--- config.mk ---
export PLATFORM = sky130hd
export DESIGN_NAME = ex_stage
export DESIGN_NICKNAME = d
export VERILOG_FILES = /design/src/rtl/ex_stage.sv
export SDC_FILE = /design/constraint.sdc
export NUM_CORES = 2
export LEC_CHECK = 0
export CAP_MARGIN = 40
export CELL_PAD_IN_SITES_DETAIL_PLACEMENT = 1
export CELL_PAD_IN_SITES_GLOBAL_PLACEMENT = 1
export CORE_MARGIN = 4
export CORE_UTILIZATION = 26
export DETAILED_ROUTE_END_ITERATION = 8
export PLACE_DENSITY = 0.62
export RECOVER_POWER = 100
export SETUP_SLACK_MARGIN = 0.3
export SKIP_CTS_REPAIR_TIMING = 1
export SLEW_MARGIN = 5
export SYNTH_ARGS = -nofsm -noshare
export SYNTH_HDL_FRONTEND = slang
export SYNTH_SLANG_ARGS = --single-unit
--- constraint.sdc ---
create_clock -name clk -period 16 [get_ports clk]
set_input_delay 3.2 -clock clk [delete_from_list [all_inputs] [get_ports clk]]
set_output_delay 3.2 -clock clk [all_outputs]
set_load 0.01 [all_outputs]
--- src/rtl/ex_stage.sv ---
`default_nettype none
// ============================================================================
// Module   : ex_stage
// Brief    : MIPS execute stage - ALU, data SRAM request, HI/LO, 32-step divider
// Revision : 1.0 - initial release
// ============================================================================
module ex_stage #(
    parameter int ID_TO_EX_WD  = 145,
    parameter int EX_TO_MEM_WD = 76,
    parameter int STALL_BUS    = 6
) (
    input  logic                    clk,
    input  logic                    rst,
    input  logic [STALL_BUS-1:0]    stall,
    input  logic [ID_TO_EX_WD-1:0]  id_to_ex_bus,
    output logic [EX_TO_MEM_WD-1:0] ex_to_mem_bus,
    output logic                    data_sram_en,
    output logic [3:0]              data_sram_wen,
    output logic [31:0]             data_sram_addr,
    output logic [31:0]             data_sram_wdata,
    output logic                    ex_wreg,
    output logic [4:0]              ex_waddr,
    output logic [31:0]             ex_wdata,
    output logic                    ex_is_load,
    output logic                    stallreq_for_ex
);

    localparam logic       c_stop    = 1'b1;
    localparam logic       c_nostop  = 1'b0;
    localparam logic [4:0] c_op_add  = 5'd0,  c_op_sub  = 5'd1,  c_op_and   = 5'd2;
    localparam logic [4:0] c_op_or   = 5'd3,  c_op_xor  = 5'd4,  c_op_nor   = 5'd5;
    localparam logic [4:0] c_op_slt  = 5'd6,  c_op_sltu = 5'd7,  c_op_sll   = 5'd8;
    localparam logic [4:0] c_op_srl  = 5'd9,  c_op_sra  = 5'd10, c_op_lui   = 5'd11;
    localparam logic [4:0] c_op_mfhi = 5'd12, c_op_mflo = 5'd13, c_op_mthi  = 5'd14;
    localparam logic [4:0] c_op_mtlo = 5'd15, c_op_div  = 5'd16, c_op_divu  = 5'd17;
    localparam logic [4:0] c_op_mult = 5'd18, c_op_multu = 5'd19;
    localparam logic [1:0] c_st_idle = 2'd0,  c_st_busy = 2'd1,  c_st_done  = 2'd2;

    logic [ID_TO_EX_WD-1:0] r_bus;
    logic [31:0] r_hi, r_lo;
    logic [1:0]  r_state, w_next_state;
    logic [4:0]  r_cnt;
    logic [31:0] r_rem, r_quo, r_dvs;
    logic        r_neg_q, r_neg_r;
    logic        w_unused;

    always_ff @(posedge clk or posedge rst) begin
        if (rst) begin
            r_bus <= '0;
        end else if (stall[2] == c_stop && stall[3] == c_nostop) begin
            r_bus <= '0;
        end else if (stall[2] == c_nostop) begin
            r_bus <= id_to_ex_bus;
        end
    end

    logic [31:0] w_pc, w_a, w_b, w_store_data;
    logic [4:0]  w_op, w_rf_waddr;
    logic [3:0]  w_ram_wen;
    logic        w_ram_en, w_sel_rf_res, w_rf_we, w_retire;

    assign {w_pc, w_op, w_a, w_b, w_ram_en, w_ram_wen, w_sel_rf_res,
            w_rf_we, w_rf_waddr, w_store_data} = r_bus;
    assign w_retire = (stall[2] == c_nostop);
    assign w_unused = ^{stall[STALL_BUS-1:4], stall[1:0]};

    logic [31:0] w_result;
    always_comb begin
        w_result = 32'h0;
        case (w_op)
            c_op_add:  w_result = w_a + w_b;
            c_op_sub:  w_result = w_a - w_b;
            c_op_and:  w_result = w_a & w_b;
            c_op_or:   w_result = w_a | w_b;
            c_op_xor:  w_result = w_a ^ w_b;
            c_op_nor:  w_result = ~(w_a | w_b);
            c_op_slt:  w_result = {31'h0, $signed(w_a) < $signed(w_b)};
            c_op_sltu: w_result = {31'h0, w_a < w_b};
            c_op_sll:  w_result = w_b << w_a[4:0];
            c_op_srl:  w_result = w_b >> w_a[4:0];
            c_op_sra:  w_result = $signed(w_b) >>> w_a[4:0];
            c_op_lui:  w_result = {w_b[15:0], 16'h0};
            c_op_mfhi: w_result = r_hi;
            c_op_mflo: w_result = r_lo;
            default:   w_result = 32'h0;
        endcase
    end

    // Sign- or zero-extend to 64 bits so one unsigned multiply covers both MULT forms.
    logic        w_mul_signed;
    logic [63:0] w_mul_a, w_mul_b, w_prod;
    assign w_mul_signed = (w_op == c_op_mult);
    assign w_mul_a = {{32{w_mul_signed & w_a[31]}}, w_a};
    assign w_mul_b = {{32{w_mul_signed & w_b[31]}}, w_b};
    assign w_prod  = w_mul_a * w_mul_b;

    logic        w_is_div, w_div_signed, w_div_start;
    logic [31:0] w_abs_a, w_abs_b, w_quo_final, w_rem_final;
    logic [32:0] w_shift, w_diff;
    assign w_is_div     = (w_op == c_op_div) || (w_op == c_op_divu);
    assign w_div_signed = (w_op == c_op_div);
    assign w_div_start  = (r_state == c_st_idle) && w_is_div && (w_b != 32'h0);
    assign w_abs_a      = (w_div_signed && w_a[31]) ? -w_a : w_a;
    assign w_abs_b      = (w_div_signed && w_b[31]) ? -w_b : w_b;
    assign w_shift      = {r_rem, r_quo[31]};
    assign w_diff       = w_shift - {1'b0, r_dvs};
    assign w_quo_final  = r_neg_q ? -r_quo : r_quo;
    assign w_rem_final  = r_neg_r ? -r_rem : r_rem;

    always_ff @(posedge clk or posedge rst) begin
        if (rst) begin
            r_state <= c_st_idle;
        end else begin
            r_state <= w_next_state;
        end
    end

    always_comb begin
        w_next_state = r_state;
        case (r_state)
            c_st_idle: if (w_div_start) w_next_state = c_st_busy;
            c_st_busy: if (r_cnt == 5'd31) w_next_state = c_st_done;
            c_st_done: if (w_retire) w_next_state = c_st_idle;
            default:   w_next_state = c_st_idle;
        endcase
    end

    always_comb begin
        stallreq_for_ex = w_div_start || (r_state == c_st_busy);
    end

    // Restoring step: the dividend shifts out of r_quo while quotient bits shift in.
    always_ff @(posedge clk or posedge rst) begin
        if (rst) begin
            r_cnt   <= 5'd0;
            r_rem   <= 32'h0;
            r_quo   <= 32'h0;
            r_dvs   <= 32'h0;
            r_neg_q <= 1'b0;
            r_neg_r <= 1'b0;
        end else if (w_div_start) begin
            r_cnt   <= 5'd0;
            r_rem   <= 32'h0;
            r_quo   <= w_abs_a;
            r_dvs   <= w_abs_b;
            r_neg_q <= w_div_signed & (w_a[31] ^ w_b[31]);
            r_neg_r <= w_div_signed & w_a[31];
        end else if (r_state == c_st_busy) begin
            r_cnt <= r_cnt + 5'd1;
            if (!w_diff[32]) begin
                r_rem <= w_diff[31:0];
                r_quo <= {r_quo[30:0], 1'b1};
            end else begin
                r_rem <= w_shift[31:0];
                r_quo <= {r_quo[30:0], 1'b0};
            end
        end
    end

    always_ff @(posedge clk or posedge rst) begin
        if (rst) begin
            r_hi <= 32'h0;
            r_lo <= 32'h0;
        end else if (w_retire) begin
            if (r_state == c_st_done) begin
                r_lo <= w_quo_final;
                r_hi <= w_rem_final;
            end else begin
                case (w_op)
                    c_op_mthi:             r_hi <= w_a;
                    c_op_mtlo:             r_lo <= w_a;
                    c_op_mult, c_op_multu: {r_hi, r_lo} <= w_prod;
                    default: ;
                endcase
            end
        end
    end

    assign ex_to_mem_bus   = {w_pc, w_ram_en, w_ram_wen, w_sel_rf_res, w_rf_we,
                              w_rf_waddr, w_result};
    assign data_sram_en    = w_ram_en;
    assign data_sram_wen   = w_ram_wen;
    assign data_sram_addr  = w_result;
    assign data_sram_wdata = w_store_data;
    assign ex_wreg         = w_rf_we;
    assign ex_waddr        = w_rf_waddr;
    assign ex_wdata        = w_result;
    assign ex_is_load      = w_ram_en & w_sel_rf_res;

endmodule
`default_nettype wire

==> impl.org <==
** Setup path
- The worst register-to-register path has a depth of 31.
- The worst register-to-register path begins at r_bus[112].
- Tracing the worst setup path back leads to its startpoint at r_bus[76].
- For flop-to-flop paths, the worst setup slack is 2980 ps.
- Critical path capture point type :: primary output
- Arrival @ worst endpoint :: 10360 ps
- Worst flop-to-flop path endpoint :: r_hi[31]
- Kind of launch point of the worst setup path :: register
- Setup crit end :: data_sram_addr[21]
- Critical path required time :: 12800 ps
- The critical path is of the reg2out type.
- Along the worst path, the maximum fanout reaches 37.

** Power and ir drop
- The analysis attributes to cell leakage a power of 32.3 nW.
- Pwr dens :: 228 nW/um2
- Peak supply drop :: 491 uV

** Clock network
- Library cell used as clock root buffer :: clkbuf_16
- CTS tree :: done
- CTS saw 314 sinks.
- Clock H-tree levels :: 2
- Reg clk slew, reported paths :: 90 ps
- CTS buffer count :: 46
- The later pin in the worst-skew pair is clocked with a latency of 710 ps.
- Number of buffers between clock root and the deepest sink :: 3

** Synthesis
- In the synthesized netlist the dominant register cell turns out to be dfrtp_1.
- Post-synthesis async set-or-reset flop share :: 100%
- The number of nets in the synthesized netlist is 9356.
- Of the synthesized area, sequential elements account for 12.2%.
- In this run, synthesis produced a sequential element count of 314.
- Synthesis handed over a netlist of 7729 instances.
- Of all cell types, the one taking the most synthesized area is fa_1.
- The average instance in the mapped netlist occupies 8.33 um2.
- Post-synthesis instance area :: 64400 um2
- Yosys attributes the largest share of cell area to fa_1, dfrtp_1, inv_1.
- EDFF count, synth :: 0
- After synthesis, the largest area contributor takes up 35.1% of total cell area.
- Yosys printed 0 warnings.
- Yosys cell types :: 100

** Detailed routing
- Across all layers, the routed design uses 57300 vias.
- Post-DR wirelength/cell :: 27.3 um
- Number of DRC markers in iteration 0 :: 5177
- For this run, design rule violations remaining after detail routing come to 0.
- In this run the remaining antenna-violating nets after routing total 0.
- WL final :: 302000 um
- After detailed routing, the number of vias per cell comes to 5.18.
- The first TritonRoute pass finished after 8 iterations.

** Layout
- Signed area change from the synthesized netlist to the final layout :: 12.5%
- Fill cells in the final layout number 29200.
- For this run, the share of the core covered by cells in the final layout is 29.4%.
- Of the cells placed in the final design, the portion with a size suffix greater than 1 is 5.24%.
- In the final design database the tool counted 9316 nets.

** Global routing
- The number of global-route vias before repair is 61700.
- Global-route wire length before repair :: 439000 um
- Largest net degree at the start of global routing :: 99
- The number of antenna violations at the first check in global routing was 37.
- Global routing used 23.3% of the available tracks.
- The total overflow left after global routing is 0.

** Outcome
- The checks that failed: capacitance limit, slew limit.
- The flow ran to the end, but the final reports show violations.

** STA
- Clock skew :: 73.6 ps
- Number of hold violations in the final report :: 0
- Post-Route Hold Slack :: 470 ps
- For the pin with the worst max-slew slack, the measured transition is 4730 ps.
- In this run the tightest slew margin relative to its limit is -215%.
- Period minus WS final :: 13560 ps
- The max-slew violation count was 948.
- The final critical path takes up 84.8% of the cycle.
- For this run, the top clock speed supported by timing is 0.0737 GHz.
- Setup repair after global routing left no endpoint under its margin.
- Setup violations remaining at the end of the flow were counted as 0.
- After routing, the total negative slack on setup checks comes to 0 ps.

** Floorplan
- The floorplan step defined a core boundary enclosing 246000 um2.
- For this configuration, the core starts out at a cell density of 26.2%.
- The die is 506 um tall.
- In this run the horizontal extent of the chip is 506 um.
- Row generation in the floorplan step produced 182 rows.
- DIE AREA :: 256000 um2
- For this design the top-level I/O count stands at 338.

** Placed design
- Routability congestion estimate from global placement :: 0.989
- # port buffers :: 333
- Final HPWL from detailed placement :: 236000 um

** Flow run
- Maximum Capacitance Violations :: 17

** Min path
- Class of the most critical hold timing path :: reg2reg
==> how the worst min path moves through the flow <==
| stage | startpoint | to | slack [ps] | cells after the start |
|---|---|---|---|---|
| 2_1_floorplan | r_lo[31] | r_lo[31] | 440 | 2 |
| 3_3_place_gp | r_lo[31] | r_lo[31] | 450 | 2 |
| 3_5_place_dp | r_lo[31] | r_lo[31] | 460 | 2 |
| 4_1_cts | r_lo[31] | r_lo[31] | 470 | 2 |
| 5_1_grt | r_lo[31] | r_lo[31] | 490 | 2 |
| 6_report | r_bus[16] | r_bus[16] | 470 | 2 |
==> layout by cell type, fill, tap and decap left out, drive strengths merged, types with 21 or more instances in the layout <==
cell type      instances
inv                 1442
nand2               1135
fa                  1128
nor2                 626
o21ai                486
ha                   346
dfrtp                314
a21oi                251
buf                  201
xnor2                178
dlygate4sd3          171
clkdlybuf4s50        160
nand3                159
clkbuf                94
mux2i                 71
o31ai                 58
nor3                  54
a21o                  48
nand4                 45
a31oi                 45
a22oi                 43
nor4                  42
o211ai                40
mux4                  39
xor2                  38
a221o                 36
o22ai                 36
a211oi                35
o21bai                28
clkinv                28
a221oi                27
nand2b                22
or3                   21
==> sequential cells by signal (all words and copies together) (netlist names) <==
register,count
r_bus,145
r_quo,32
r_rem,32
r_hi,32
r_neg_r,1
r_dvs,32
r_cnt,5
r_state,2
r_lo,32
r_neg_q,1
==> logic make-up (layout without fill, tap and decap cells) <==
kind of cell    count (synthesis)  count (layout)  share of synthesized area [%]
buf+inv                      2108            2105                           13.2
flops                         314             314                           12.2
compound gates               1305            1305                           12.9
other cells                     0               8                              0
mux                           125             125                           2.75
xor+xnor                      216             216                           2.97
simple gates                 2187            2187                           14.2
fa+ha+maj                    1474            1474                           41.8
==> synthesized netlist by cell type, drive strengths merged, types with 11 or more instances <==
cell     number
inv        1438
nand2      1135
fa         1128
nor2        626
o21ai       486
clkbuf      361
ha          346
dfrtp       314
buf         292
a21oi       251
xnor2       178
nand3       159
mux2i        71
o31ai        58
nor3         54
a21o         48
a31oi        45
nand4        45
a22oi        43
nor4         42
o211ai       40
mux4         39
xor2         38
a221o        36
o22ai        36
a211oi       35
o21bai       28
a221oi       27
nand2b       22
or3          21
a22o         18
clkinv       17
a222oi       16
and3         16
and2         15
mux2         15
o41ai        15
nor2b        13
o21a         13
o221ai       13
or4          13
a2111oi      12
a211o        12
or2          11
==> worst max-delay path: stages, from the launching register on <==
cell	delay [ps]
dfrtp_1	1040
clkbuf_1	2650
clkbuf_1	1930
mux4_2	740
nor2_1	120
a21oi_1	60
and3_1	220
a21oi_1	200
a22o_1	330
nand3_1	250
a2111oi_0	520
a21boi_0	230
o21ai_0	220
clkbuf_1	320
dlygate4sd3_1	690
==> power by group <==
| group | switching, W | total [W] | internal, W | leakage [nW] |
|---|---|---|---|---|
| clock | 0.000488 | 0.00115 | 0.000666 | 0.797 |
| sequential | 0.000277 | 0.00129 | 0.00101 | 3.93 |
| combinational | 0.00955 | 0.0141 | 0.00456 | 27.5 |
| total | 0.0103 | 0.0165 | 0.00624 | 32.3 |
==> per-layer routing <==
layer	up-vias	part of all wire (%)	GRT usage, %
li1	24100	-	-
met1	30200	42	30.4
met2	2317	45	36.8
met3	603	7.6	4.45
met4	14	6.2	11.7
met5	-	0.032	0
==> metrics by stage <==
step / area [um2] / setup slack, ps / power, W / std cells
2_1_floorplan: 64400 / 4110 / 0.00930 / 7729
3_3_place_gp: 70400 / 3850 / 0.0146 / 10900
3_5_place_dp: 70900 / 3750 / 0.0149 / 10900
4_1_cts: 72500 / 3690 / 0.0162 / 11000
5_1_grt: 72400 / 2120 / 0.0175 / 11000
6_report: 72400 / 2440 / 0.0165 / 11000
==> area by class of cell <==
type	instances	area (um2)	share of cell area (%)
sequential	314	7900	10.9
multi-input combinational	5307	48100	66.4
antenna	8	20.0	0.0276
clock buffer	61	1270	1.75
timing repair buffer	565	5180	7.15
inverter	1455	5460	7.54
tap	3312	4140	5.72
clock inverter	24	390	0.539
Power figures use the tool's default switching activity.
